[src/rtl/uart_boot_pkg.sv]
// Shared types and constants for the UART boot loader / memory-port arbiter.
package uart_boot_pkg;
  typedef enum logic [2:0] {
    S_IDLE,
    S_LEN,
    S_COLLECT,
    S_WRITE,
    S_DONE,
    S_ERR
  } boot_state_e;

  localparam logic [1:0] OPSIZE_WORD = 2'b10;
  localparam int         LEN_BYTES   = 2;
  localparam int         WORD_BYTES  = 4;
endpackage

[src/rtl/boot_byte_assembler.sv]
// Little-endian byte collector: each push shifts the new byte in at the top,
// so after four pushes the first byte sits in bits [7:0].
module boot_byte_assembler
  import uart_boot_pkg::*;
(
  input  logic        clk_i,
  input  logic        reset_i,
  input  logic        clr_i,
  input  logic        push_i,
  input  logic [7:0]  byte_i,
  output logic [31:0] word_o,
  output logic [2:0]  cnt_o,
  output logic        word_ready_o
);
  logic [31:0] word_q, word_d;
  logic [2:0]  cnt_q, cnt_d;

  always_comb begin
    word_d = word_q;
    cnt_d  = cnt_q;
    if (clr_i) begin
      cnt_d = '0;
    end else if (push_i) begin
      word_d = {byte_i, word_q[31:8]};
      cnt_d  = cnt_q + 3'd1;
    end
  end

  always_ff @(posedge clk_i) begin
    if (!reset_i) begin
      word_q <= '0;
      cnt_q  <= '0;
    end else begin
      word_q <= word_d;
      cnt_q  <= cnt_d;
    end
  end

  assign word_o       = word_q;
  assign cnt_o        = cnt_q;
  assign word_ready_o = (cnt_q == 3'(WORD_BYTES));
endmodule

[src/rtl/uart_boot_arbiter.sv]
// Shares the data-memory write port between the core and a UART program loader
// that receives a 16-bit word count followed by little-endian 32-bit words.
module uart_boot_arbiter
  import uart_boot_pkg::*;
#(
  parameter int                    ADDR_WIDTH     = 32,
  parameter logic [ADDR_WIDTH-1:0] LOAD_BASE      = '0,
  parameter int                    MAX_WORDS      = 1024,
  parameter int                    TIMEOUT_CYCLES = 1000000
) (
  input  logic                  clk_i,
  input  logic                  reset_i,
  input  logic                  boot_req_i,
  input  logic                  cpu_we_i,
  input  logic [ADDR_WIDTH-1:0] cpu_addr_i,
  input  logic [31:0]           cpu_wd_i,
  input  logic [1:0]            cpu_size_i,
  input  logic                  rx_valid_i,
  input  logic [7:0]            rx_byte_i,
  output logic                  rx_pop_o,
  output logic                  mem_we_o,
  output logic [ADDR_WIDTH-1:0] mem_addr_o,
  output logic [31:0]           mem_wd_o,
  output logic [1:0]            mem_size_o,
  output logic                  cpu_stall_o,
  output logic                  boot_busy_o,
  output logic                  boot_done_o,
  output logic                  boot_err_o,
  output logic [15:0]           words_loaded_o
);
  localparam int TW = (TIMEOUT_CYCLES > 1) ? $clog2(TIMEOUT_CYCLES + 1) : 1;

  boot_state_e           state_q, state_d;
  logic [15:0]           len_q, len_d;
  logic [15:0]           wl_q, wl_d;
  logic [TW-1:0]         to_q, to_d;
  logic [ADDR_WIDTH-1:0] haddr_q, haddr_d;
  logic [31:0]           hwd_q, hwd_d;
  logic [1:0]            hsize_q, hsize_d;

  logic        pop, asm_clr, asm_ready, to_hit;
  logic [31:0] asm_word;
  logic [2:0]  asm_cnt;
  logic [15:0] n_rx;
  logic [ADDR_WIDTH-1:0] waddr;

  boot_byte_assembler u_asm (
    .clk_i        (clk_i),
    .reset_i      (reset_i),
    .clr_i        (asm_clr),
    .push_i       (pop),
    .byte_i       (rx_byte_i),
    .word_o       (asm_word),
    .cnt_o        (asm_cnt),
    .word_ready_o (asm_ready)
  );

  // Word count is complete when the second byte arrives; the first is at [31:24].
  assign n_rx   = {rx_byte_i, asm_word[31:24]};
  assign waddr  = LOAD_BASE + ADDR_WIDTH'({wl_q, 2'b00});
  assign to_hit = (to_q == TW'(TIMEOUT_CYCLES - 1));

  always_comb begin
    state_d    = state_q;
    len_d      = len_q;
    wl_d       = wl_q;
    to_d       = '0;
    haddr_d    = haddr_q;
    hwd_d      = hwd_q;
    hsize_d    = hsize_q;
    pop        = 1'b0;
    asm_clr    = 1'b0;
    mem_we_o   = 1'b0;
    mem_addr_o = haddr_q;
    mem_wd_o   = hwd_q;
    mem_size_o = hsize_q;
    case (state_q)
      S_IDLE: begin
        mem_we_o   = cpu_we_i & reset_i;
        mem_addr_o = cpu_addr_i;
        mem_wd_o   = cpu_wd_i;
        mem_size_o = cpu_size_i;
        haddr_d    = cpu_addr_i;
        hwd_d      = cpu_wd_i;
        hsize_d    = cpu_size_i;
        asm_clr    = 1'b1;
        if (boot_req_i) begin
          state_d = S_LEN;
          wl_d    = '0;
        end
      end
      S_LEN, S_COLLECT: begin
        pop = rx_valid_i;
        if (!rx_valid_i) begin
          to_d = to_q + TW'(1);
          if (to_hit) state_d = S_ERR;
        end else if (state_q == S_LEN) begin
          if (asm_cnt == 3'(LEN_BYTES - 1)) begin
            len_d   = n_rx;
            asm_clr = 1'b1;
            if (n_rx == 16'd0)                    state_d = S_DONE;
            else if (32'(n_rx) > 32'(MAX_WORDS))  state_d = S_ERR;
            else                                  state_d = S_COLLECT;
          end
        end else if (asm_cnt == 3'(WORD_BYTES - 1)) begin
          state_d = S_WRITE;
        end
      end
      S_WRITE: begin
        mem_we_o   = asm_ready;
        mem_addr_o = waddr;
        mem_wd_o   = asm_word;
        mem_size_o = OPSIZE_WORD;
        haddr_d    = waddr;
        hwd_d      = asm_word;
        hsize_d    = OPSIZE_WORD;
        asm_clr    = 1'b1;
        wl_d       = wl_q + 16'd1;
        state_d    = (wl_q + 16'd1 == len_q) ? S_DONE : S_COLLECT;
      end
      S_DONE, S_ERR: state_d = S_IDLE;
      default:       state_d = S_IDLE;
    endcase
  end

  always_ff @(posedge clk_i) begin
    if (!reset_i) begin
      state_q <= S_IDLE;
      len_q   <= '0;
      wl_q    <= '0;
      to_q    <= '0;
      haddr_q <= '0;
      hwd_q   <= '0;
      hsize_q <= '0;
    end else begin
      state_q <= state_d;
      len_q   <= len_d;
      wl_q    <= wl_d;
      to_q    <= to_d;
      haddr_q <= haddr_d;
      hwd_q   <= hwd_d;
      hsize_q <= hsize_d;
    end
  end

  // Status outputs are forced low combinationally while reset is asserted.
  assign rx_pop_o       = pop & reset_i;
  assign boot_busy_o    = (state_q != S_IDLE) & reset_i;
  assign cpu_stall_o    = boot_busy_o;
  assign boot_done_o    = (state_q == S_DONE) & reset_i;
  assign boot_err_o     = (state_q == S_ERR) & reset_i;
  assign words_loaded_o = reset_i ? wl_q : 16'd0;
endmodule

[config.mk]
export PLATFORM = sky130hd
export DESIGN_NAME = uart_boot_arbiter
export DESIGN_NICKNAME = d
export VERILOG_FILES = /design/src/rtl/uart_boot_pkg.sv /design/src/rtl/boot_byte_assembler.sv /design/src/rtl/uart_boot_arbiter.sv
export SDC_FILE = /design/constraint.sdc
export NUM_CORES = 1
export LEC_CHECK = 0
export ABC_AREA = 1
export CELL_PAD_IN_SITES_DETAIL_PLACEMENT = 2
export CELL_PAD_IN_SITES_GLOBAL_PLACEMENT = 2
export CORE_ASPECT_RATIO = 1.2
export CORE_MARGIN = 1.5
export CORE_UTILIZATION = 25
export CTS_CLUSTER_SIZE = 25
export DETAILED_ROUTE_END_ITERATION = 16
export MAX_ROUTING_LAYER = met4
export PLACE_DENSITY_LB_ADDON = 0.1
export SLEW_MARGIN = 30
export SYNTH_ARGS = -nofsm -noshare
export SYNTH_HDL_FRONTEND = slang
export SYNTH_SLANG_ARGS = --single-unit
[constraint.sdc]
create_clock -name clk_i -period 2.8 [get_ports clk_i]
set_input_delay 0.56 -clock clk_i [delete_from_list [all_inputs] [get_ports clk_i]]
set_output_delay 0.56 -clock clk_i [all_outputs]
set_load 0.03 [all_outputs]
==> impl_metrics.csv, run 1 <==
group,metric,value,unit
logic_synthesis,yosys.area.top_type,"dfxtp_1",
timing,rsz0062_at_grt,"false",
clock_network,cts_max_level,4,
worst_setup_path,critPathArrivalTime,2.13,ns
logic_synthesis,ys_types,36,
pwr,peakVddDrop,0.000404,V
pwr,power_per_cell_area,910,mW/mm^2
pwr,p_clk_share,24.1,%
global_routing,grt_pass1_wl,44300,um
logic_synthesis,synth_top_area_share,41.8,%
clock_network,cts.sinks,156,
clock_network,clk_pin_slew,0.06,ns
detailed_routing,routedWlPerCell,16.2,um
floorplanning,initial_utilization,25.3,%
floorplanning,rows,69,
timing,hold_violations,0,
logic_synthesis,avgSynthCellArea,6.68,sq um
cells_and_area,drive_gt1_share,11.2,%
detailed_routing,drt-pass1-iter-count,4,
timing,holdWs,0.449,ns
cells_and_area,antenna_cells,0,
logic_synthesis,yosysWarnings,0,
logic_synthesis,synth_ff_type,"dfxtp_1",
place,dp_slack,0.213,ns
cells_and_area,mostFrequentLayoutCells,"nand2_1 (282), inv_1 (191), dfxtp_1 (155)",
timing,finalSetupViolCount,0,
worst_setup_path,crit_type,"register to output pin",
logic_synthesis,synth_edf_count,0,
floorplanning,dieHeight,192,um
timing,tns,0,ns
timing,period_share,96.1,%
clock_network,clkLatencyLatePin,0.42,ns
timing,layout_setup_ws,0.109,ns
pwr,comb_power_share,46.3,%
timing,maxSlewViolCount,0,
timing,max_slew_margin,59.6,%
worst_hold_path,worst_hold_path_type,"register to register",
clock_network,cts_root_buf,"clkbuf_16",
timing,period_needed,2.69,ns
detailed_routing,wl_met3,792,um
clock_network,clock_path_buffers,2,
detailed_routing,top_layer,"met4",
timing,worstMarginPinSlew,0.605,ns
logic_synthesis,synthCells,1120,
place,dp_hpwl,20300,um
detailed_routing,drtIter0Drc,247,
floorplanning,core_area,0.0295,sq mm
floorplanning,die_w,161,um
outcome,status,"completed",
global_routing,grt_overflow,0,
detailed_routing,drt-met1-wl,11900,um
worst_hold_path,hold_path_depth,1,
logic_synthesis,synth_nets,1205,
worst_setup_path,r2r_cells,14,
worst_setup_path,critPathMaxStageDelay,0.71,ns
detailed_routing,drc,0,
cells_and_area,area_growth_syn_to_layout,34.5,%
cells_and_area,instances_no_fill,1682,
clock_network,postCtsSetupBuffers,0,
floorplanning,io_pins,167,
pwr,power,9.15,mW
logic_synthesis,ys_ff_latch,156,
timing,finClkSkew,0.00821,ns
global_routing,antenna_found_initial,0,
clock_network,numCtsBuffers,17,
cells_and_area,final_common_cell,"nand2_1",
logic_synthesis,synthTopCellsByArea,"dfxtp_1 (42%), nand2_1 (14%), inv_1 (9.6%)",
detailed_routing,vias_per_cell,4.58,
pwr,p_sw,3.94,mW
clock_network,tritoncts,"built",
worst_setup_path,worst_path_max_delay_cell,"clkdlybuf4s50_1",
worst_setup_path,worstSetupEndpointType,"output pin",
logic_synthesis,synth_async_sr_flop_share,0,%
logic_synthesis,syn_area,0.00748,sq mm
worst_setup_path,crit_required,2.24,ns
pwr,p_int,5.22,mW
place,io_buffers,166,
logic_synthesis,synth.yosys.seq_area_share,41.8,%
detailed_routing,vias,7697,
global_routing,grt_max_degree,65,
global_routing,grt_usage,18.7,%
place,place_inst,1652,
detailed_routing,drt-total-wl,27200,um
place,place_congestion,0.771,
global_routing,grt_pass1_vias,8239,
detailed_routing,detail-route-antenna-nets,0,
flow_run,timing.max_cap.violations,0,
detailed_routing,route.met2.wl,14100,um
floorplanning,die-area,0.0310,sq mm
worst_setup_path,worstSetupStartpointType,"register",
pwr,leakagePower,4.44,nW
pwr,netSwitchingFraction,43.0,%
cells_and_area,fin_nets,1366,
timing,fmax,372,MHz
clock_network,ctsHoldBuffers,0,
worst_setup_path,critPathMaxFanout,26,
pwr,seq_power_share,29.5,%
worst_setup_path,crit_chain,"nor2_2 -> inv_2 -> nor2_4 -> buf_12 -> nor2_1 -> clkdlybuf4s50_1",
-- kinds of logic (layout without fill, tap and decap cells) --
logic type / Yosys count / count (layout) / share of synthesized area (%)
simple gates: 444 / 444 / 25.8
fa+ha+maj: 6 / 6 / 1.00
buf+inv: 258 / 430 / 13.4
flops: 156 / 156 / 41.8
xor+xnor: 4 / 4 / 0.469
compound gates: 252 / 252 / 17.6
-- layout make-up --
cell class | count | area [sq um]
well taps | 390 | 488
clock buffers | 24 | 482
flip-flops and latches | 156 | 3120
multi-input cells | 706 | 3360
clock inverters | 6 | 63.8
repair buffers | 187 | 1740
inverters | 213 | 800
fillers | 3551 | 19500
-- through the flow --
step / util [%] / cell area [sq um]
finish: 34.1 / 10100
global route: 34.1 / 10100
CTS: 34.3 / 10100
detailed placement: 32.6 / 9640
global placement: 32.6 / 9640
floorplan: - / 7480
-- state kept, by name, indices dropped and copies added (netlist names) --
name and flops:
hsize_q 2, haddr_q 32, u_asm.cnt_o 3, hwd_q 32, u_asm.word_o 32, to_q 20, state_q 3, wl_q 16
len_q 16
-- worst max-delay path, delay by kind of cell, from the launching register on --
| kind | cells | cell delay, ns |
|---|---|---|
| buffers and inverters | 3 | 0.97 |
| flip-flops | 1 | 0.41 |
| AND/OR/NAND/NOR | 3 | 0.33 |
-- synthesized netlist by cell type, types with 9 or more instances --
library cell,count
a21oi_1,114
buf_2,9
clkbuf_1,25
dfxtp_1,156
inv_1,191
inv_2,22
nand2_1,282
nand3_1,41
nand4_1,15
nor2_1,56
nor3_1,9
o21ai_0,67
o21ai_1,39
o22ai_1,26
-- timing repair --
item                                    CTS  global route
endpoints found under the hold margin     0             0
gates resized for setup                  49            45
endpoints found under the setup margin   48            49
pin swaps                                 0             0
cloned                                    0             0
-- layer usage --
metal  track usage, %  vias to the layer above
met5                -                        -
met4             5.13                        0
met3             2.97                       17
met2             33.9                      109
met1             21.4                     3732
li1                 -                     3839
-- final timing paths --
kind	from	end	slack, ns
worst max-delay path	state_q[0]$_SDFFE_PN0P_	boot_busy_o	0.11
worst min-delay path	to_q[0]$_SDFF_PP0_	to_q[0]$_SDFF_PP0_	0.45
worst max register to register	wl_q[0]$_SDFFE_PN0P_	state_q[1]$_SDFFE_PN0P_	0.63
worst min register to register	to_q[0]$_SDFF_PP0_	to_q[0]$_SDFF_PP0_	0.45
-- power groups by stage --
stage | Combinational (mW) | Clock [mW] | Sequential, mW
finish | 4.24 | 2.21 | 2.71
global route | 4.67 | 2.37 | 2.74
CTS | 4.37 | 2.30 | 2.71
detailed placement | 4.59 | 0 | 2.75
global placement | 4.55 | 0 | 2.74
floorplan | 2.72 | 0 | 2.72
No activity file was read; power rests on OpenSTA's default activity.
==> run 2: changes to the inputs <==
--- a/config.mk
+++ b/config.mk
@@ -18,4 +18,5 @@
 export SLEW_MARGIN = 30
 export SYNTH_ARGS = -nofsm -noshare
 export SYNTH_HDL_FRONTEND = slang
+export SYNTH_HIERARCHICAL = 1
 export SYNTH_SLANG_ARGS = --single-unit
==> impl_metrics.csv, run 2 <==
group,metric,value,unit
outcome,status,"completed",
worst_setup_path,worstSetupEndpointType,"output pin",
pwr,p_clk_share,25.5,%
detailed_routing,detail-route-antenna-nets,0,
global_routing,grt_overflow,0,
logic_synthesis,yosysWarnings,6,
detailed_routing,drt-total-wl,29400,um
floorplanning,core_area,0.0306,sq mm
logic_synthesis,syn_area,0.00777,sq mm
clock_network,cts_max_level,4,
timing,rsz0062_at_grt,"false",
worst_hold_path,holdPathEnd,"to_q[0]$_SDFF_PP0_",
logic_synthesis,yosysMostFrequentCell,"nand2_1",
worst_setup_path,critPathMaxFanout,5,
floorplanning,initial_utilization,25.4,%
worst_hold_path,worst_hold_path_type,"register to register",
place,dpl_cell_area,0.00998,sq mm
global_routing,antenna_found_initial,1,
floorplanning,die_w,164,um
floorplanning,io_pins,167,
clock_network,numCtsBuffers,17,
worst_setup_path,path_common_cell,"buf_4",
pwr,p_sw,4.20,mW
detailed_routing,drtIter0Drc,306,
floorplanning,die-area,0.0321,sq mm
logic_synthesis,synthTopCellsByCount,"nand2_1 (280), inv_1 (214), dfxtp_1 (156)",
logic_synthesis,yosys.area.top_type,"dfxtp_1",
flow_run,timing.max_cap.violations,0,
cells_and_area,drive_gt1_share,10.8,%
worst_setup_path,critPathMaxStageDelay,0.73,ns
place,dp_hpwl,22400,um
timing,hold_violations,0,
pwr,seq_power_share,28.7,%
clock_network,clock_path_buffers,2,
pwr,p_int,5.37,mW
detailed_routing,drc,0,
place,io_buffers,166,
global_routing,grt_pass1_wl,46200,um
timing,finalSetupViolCount,0,
pwr,power,9.57,mW
cells_and_area,fin_nets,1411,
cells_and_area,stdcell_area,0.0104,sq mm
logic_synthesis,synth.yosys.seq_area_share,40.2,%
cells_and_area,regArea,0.00313,sq mm
worst_setup_path,r2r_cells,16,
clock_network,clk_pin_slew,0.06,ns
logic_synthesis,synth_ff_type,"dfxtp_1",
global_routing,grt_pass1_vias,8507,
worst_setup_path,crit_type,"register to output pin",
cells_and_area,final_common_cell,"nand2_1",
pwr,power_per_cell_area,919,mW/mm^2
timing,worstMarginPinSlew,0.826,ns
worst_setup_path,crit_chain,"buf_4 -> inv_1 -> nor4_1 -> buf_4 -> buf_12",
detailed_routing,routedWlPerCell,16.9,um
logic_synthesis,synthCells,1163,
logic_synthesis,avgSynthCellArea,6.68,sq um
cells_and_area,area_growth_syn_to_layout,34.1,%
clock_network,cts.sinks,156,
logic_synthesis,ys_ff_latch,156,
worst_setup_path,worst_path_max_delay_cell,"nor4_1",
global_routing,grt_usage,19.3,%
cells_and_area,mostFrequentLayoutCells,"nand2_1 (280), inv_1 (212), dfxtp_1 (154)",
worst_setup_path,r2r_start,"wl_q[0]$_SDFFE_PN0P_",
logic_synthesis,synth_async_sr_flop_share,0,%
pwr,peakVddDrop,0.000332,V
timing,period_share,95.1,%
worst_setup_path,worstSetupStartpointType,"register",
clock_network,ctsHoldBuffers,0,
worst_setup_path,rrSetupSlack,0.39,ns
detailed_routing,vias,7930,
timing,fmax,376,MHz
timing,maxSlewViolCount,0,
floorplanning,dieHeight,196,um
pwr,comb_power_share,45.8,%
pwr,leakagePower,4.66,nW
worst_setup_path,r2r-end,"state_q[1]$_SDFFE_PN0P_",
worst_hold_path,hold_path_depth,1,
logic_synthesis,synth_edf_count,0,
cells_and_area,multiInputGateArea,0.00357,sq mm
timing,max_slew_margin,44.4,%
worst_setup_path,critPathArrivalTime,2.10,ns
logic_synthesis,synthTopCellsByArea,"dfxtp_1 (40%), nand2_1 (14%), inv_1 (10%)",
cells_and_area,utilization,34.1,%
logic_synthesis,synth_top_area_share,40.2,%
clock_network,clkLatencyLatePin,0.43,ns
detailed_routing,vias_per_cell,4.56,
pwr,netSwitchingFraction,43.9,%
place,place_congestion,0.786,
clock_network,postCtsSetupBuffers,0,
global_routing,grt_max_degree,42,
worst_hold_path,hold_start,"to_q[0]$_SDFF_PP0_",
detailed_routing,drt-pass1-iter-count,4,
clock_network,cts_root_buf,"clkbuf_16",
cells_and_area,n_fill_cell,3629,
timing,period_needed,2.66,ns
timing,finClkSkew,0.00879,ns
timing,tns,0,ns
floorplanning,rows,70,
worst_setup_path,crit_required,2.24,ns
logic_synthesis,ys_types,41,
logic_synthesis,synth_nets,1246,
clock_network,tritoncts,"built",
==> run 2: metal layers <==
layer,GRT usage (%),wire [um],vias up,share of wire (%)
met3,3.04,975,23,3.3
li1,-,-,3955,-
met5,-,0,-,0
met4,5.56,423,0,1.4
met2,34.9,15300,133,52
met1,21.7,12700,3819,43
==> run 2: what timing repair did <==
item	in CTS	in global routing
pin swaps	0	0
endpoints found under the setup margin	65	64
gates resized for setup	74	79
==> run 2: worst max-delay path by stage <==
| stage | start | endpoint | slack (ns) | depth (start not counted) |
|---|---|---|---|---|
| 2_1_floorplan | reset_i | cpu_stall_o | 0.26 | 6 |
| 3_3_place_gp | state_q[1]$_SDFFE_PN0P_ | mem_addr_o[5] | 0.05 | 9 |
| 3_5_place_dp | state_q[1]$_SDFFE_PN0P_ | mem_addr_o[5] | 0.02 | 9 |
| 4_1_cts | state_q[0]$_SDFFE_PN0P_ | mem_wd_o[31] | 0.006 | 9 |
| 5_1_grt | state_q[1]$_SDFFE_PN0P_ | mem_wd_o[23] | 0.0004 | 9 |
| 6_report | state_q[2]$_SDFFE_PN0P_ | boot_err_o | 0.14 | 5 |
==> run 2: through the flow <==
stage	hold slack (ns)	worst slack, ns	instances
floorplan	0.418	0.256	1163
global placement	0.430	0.0508	1705
detailed placement	0.447	0.0175	1705
CTS	0.462	0.00649	1737
global route	0.491	0.000445	1738
finish	0.456	0.137	1738
==> run 2: logic make-up (layout without fill, tap and decap cells) <==
| group | after synthesis | count (layout) | share of synthesized area, % |
|---|---|---|---|
| AND/OR/NAND/NOR | 534 | 534 | 29.6 |
| adder cells (fa/ha/maj) | 4 | 4 | 0.644 |
| flip-flops | 156 | 156 | 40.2 |
| buffers and inverters | 268 | 446 | 14.1 |
| AO/OA/AOI/OAI | 194 | 194 | 14.4 |
| XOR/XNOR | 7 | 7 | 0.983 |
| other | 0 | 1 | 0 |
==> run 2: worst max-delay path: cells and delay by family (launching register included) <==
kind | cells | cell delay [ns]
flops | 1 | 0.35
simple gates | 1 | 0.73
buf+inv | 4 | 0.59
==> run 2: layout make-up <==
type | count | area share, %
Clock inverter | 13 | 1.59
Sequential cell | 156 | 30.0
Multi-Input combinational cell | 739 | 34.3
Tap cell | 396 | 4.76
Timing Repair Buffer | 197 | 17.4
Inverter | 217 | 7.82
Clock buffer | 19 | 4.16
Antenna cell | 1 | 0.0240
==> run 2: power groups by stage <==
stage          Sequential (mW)  Combinational [mW]  Clock [mW]
2_1_floorplan             2.73                2.98           0
3_3_place_gp              2.78                4.77           0
3_5_place_dp              2.79                4.82           0
4_1_cts                   2.75                4.52        2.52
5_1_grt                   2.78                4.83        2.60
6_report                  2.74                4.39        2.44
==> run 3: changes to the inputs <==
--- a/config.mk
+++ b/config.mk
@@ -6,7 +6,7 @@
 export NUM_CORES = 1
 export LEC_CHECK = 0
 export ABC_AREA = 1
-export CELL_PAD_IN_SITES_DETAIL_PLACEMENT = 2
+export CELL_PAD_IN_SITES_DETAIL_PLACEMENT = 0
 export CELL_PAD_IN_SITES_GLOBAL_PLACEMENT = 2
 export CORE_ASPECT_RATIO = 1.2
 export CORE_MARGIN = 1.5
==> constraint.sdc (replaced) <==
create_clock -name clk_i -period 2.84 [get_ports clk_i]
set_input_delay 0.568 -clock clk_i [delete_from_list [all_inputs] [get_ports clk_i]]
set_output_delay 0.568 -clock clk_i [all_outputs]
set_load 0.03 [all_outputs]
==> impl_metrics.csv, run 3 (synthesized netlist as in run 2, its figures left out) <==
group,metric,value,unit
detailed_routing,drtIter0Drc,317,
worst_setup_path,critPathMaxStageDelay,0.42,ns
worst_setup_path,path_buf_inv,4,
cells_and_area,fin_nets,1412,
worst_setup_path,rrSetupSlack,0.42,ns
global_routing,grt_pass1_vias,7358,
floorplanning,dieHeight,196,um
clock_network,postCtsSetupBuffers,0,
timing,max_slew_margin,57.9,%
worst_setup_path,r2r_cells,14,
floorplanning,rows,70,
timing,holdWs,0.447,ns
timing,maxSlewViolCount,0,
timing,layout_setup_ws,0.144,ns
worst_setup_path,crit_end,"mem_addr_o[1]",
place,dp_slack,0.207,ns
worst_setup_path,worst_path_max_delay_cell,"dlygate4sd2_1",
detailed_routing,drt-pass1-iter-count,5,
timing,worstMarginPinSlew,0.625,ns
timing,period_share,94.9,%
pwr,power,9.25,mW
worst_setup_path,crit_type,"register to output pin",
cells_and_area,drive_gt1_share,10.3,%
detailed_routing,routedWlPerCell,15.3,um
worst_setup_path,critPathMaxFanout,19,
global_routing,grt_overflow,0,
cells_and_area,final_common_cell,"nand2_1",
worst_setup_path,critPathArrivalTime,2.13,ns
floorplanning,die_w,164,um
clock_network,clock_path_buffers,2,
timing,period_needed,2.70,ns
place,dp_hpwl,20100,um
worst_setup_path,worstSetupStartpointType,"register",
timing,hold_violations,0,
cells_and_area,area_growth_syn_to_layout,33.3,%
worst_setup_path,crit_cells,7,
global_routing,antenna_found_initial,0,
worst_hold_path,worst_hold_path_type,"register to register",
clock_network,clkLatencyLatePin,0.44,ns
timing,fmax,371,MHz
clock_network,numCtsBuffers,17,
detailed_routing,drt-total-wl,26500,um
clock_network,ctsHoldBuffers,0,
flow_run,timing.max_cap.violations,0,
worst_setup_path,r2r-end,"state_q[1]$_SDFFE_PN0P_",
worst_setup_path,worstSetupEndpointType,"output pin",
clock_network,cts.sinks,156,
timing,tns,0,ns
floorplanning,io_pins,167,
cells_and_area,antenna_cells,0,
worst_setup_path,crit_family,"buffers and inverters",
detailed_routing,vias,7576,
outcome,status,"completed",
global_routing,grt_max_degree,43,
clock_network,tritoncts,"built",
timing,finClkSkew,0.0176,ns
clock_network,cts_root_buf,"clkbuf_16",
worst_setup_path,critPathLaunch,"state_q[0]$_SDFFE_PN0P_",
global_routing,grt_usage,17.5,%
detailed_routing,vias_per_cell,4.36,
cells_and_area,mostFrequentLayoutCells,"nand2_1 (280), inv_1 (213), dfxtp_1 (156)",
timing,finalSetupViolCount,0,
floorplanning,core_area,0.0306,sq mm
pwr,leakagePower,4.64,nW
pwr,peakVddDrop,0.000462,V
place,place_congestion,0.799,
floorplanning,initial_utilization,25.4,%
worst_setup_path,r2r_start,"wl_q[0]$_SDFFE_PN0P_",
pwr,power_per_cell_area,893,mW/mm^2
worst_setup_path,crit_chain,"nor2_1 -> inv_1 -> nor2_4 -> inv_2 -> buf_4 -> o22ai_1 -> dlygate4sd2_1",
place,io_buffers,166,
floorplanning,die-area,0.0321,sq mm
clock_network,cts_max_level,4,
detailed_routing,detail-route-antenna-nets,0,
timing,rsz0062_at_grt,"true",
global_routing,grt_pass1_wl,41600,um
clock_network,clk_pin_slew,0.07,ns
detailed_routing,drc,0,
worst_setup_path,crit_required,2.27,ns
==> run 3: changes by cell type in the layout (fill, tap and decap cells not counted), sizes merged <==
cell,previous run,this run
clkdlybuf4s50,89,93
clkdlybuf4s15,13,21
bufinv,3,0
clkbuf,52,51
buf,43,40
diode,1,0
dlymetal6s2s,0,2
clkinvlp,4,5
clkinv,2,4
dlygate4sd2,19,10
==> run 3: worst register-to-register path: stages (launching register included) <==
cell	delay [ns]
dfxtp_1	0.50
ha_1	0.25
nand2_1	0.15
nor2_4	0.22
nand2_1	0.10
nor2_1	0.17
nand3_1	0.12
nand3b_1	0.10
nand2_1	0.05
nor2_1	0.15
nand3_1	0.21
nand2_1	0.11
nand2_1	0.05
nand2_1	0.06
a21oi_1	0.06
==> run 3: report_power, final <==
part           internal, mW  switching, mW
Sequential             2.54          0.154
Combinational          1.40           2.94
Clock                  1.18           1.03
Total                  5.12           4.13
==> run 3: what timing repair did <==
action / 4_1_cts / 5_1_grt
pin swaps: 0 / 0
setup endpoints to repair: 64 / 52
gates resized for setup: 65 / 88
==> run 3: layer usage <==
layer	GRT usage, %	wire (um)	up-vias
li1	-	-	3973
met1	22.0	12600	3462
met2	29.1	13000	125
met3	2.56	679	16
met4	4.48	233	0
met5	-	0	-
==> run 3: worst min path at each step <==
stage | from | endpoint | slack, ns | depth (start not counted)
after floorplan | to_q[0]$_SDFF_PP0_ | to_q[0]$_SDFF_PP0_ | 0.42 | 1
after global placement | to_q[0]$_SDFF_PP0_ | to_q[0]$_SDFF_PP0_ | 0.43 | 1
after detailed placement | to_q[0]$_SDFF_PP0_ | to_q[0]$_SDFF_PP0_ | 0.44 | 1
after CTS | to_q[0]$_SDFF_PP0_ | to_q[0]$_SDFF_PP0_ | 0.45 | 1
after global routing | to_q[0]$_SDFF_PP0_ | to_q[0]$_SDFF_PP0_ | 0.48 | 1
final | to_q[0]$_SDFF_PP0_ | to_q[0]$_SDFF_PP0_ | 0.45 | 1
==> run 3: final cells by class <==
class	count	area, sq um
Timing Repair Buffer	198	1800
Sequential cell	156	3120
Clock inverter	13	110
Fill cell	3415	20200
Tap cell	396	495
Clock buffer	19	453
Multi-Input combinational cell	739	3560
Inverter	217	815
==> run 3: per-stage QoR <==
step,std cells,area [sq um],util (%)
CTS,1738,10400,34.2
detailed placement,1706,9950,32.5
global route,1738,10400,33.9
floorplan,1163,7770,-
global placement,1706,9950,32.5
finish,1738,10400,33.9
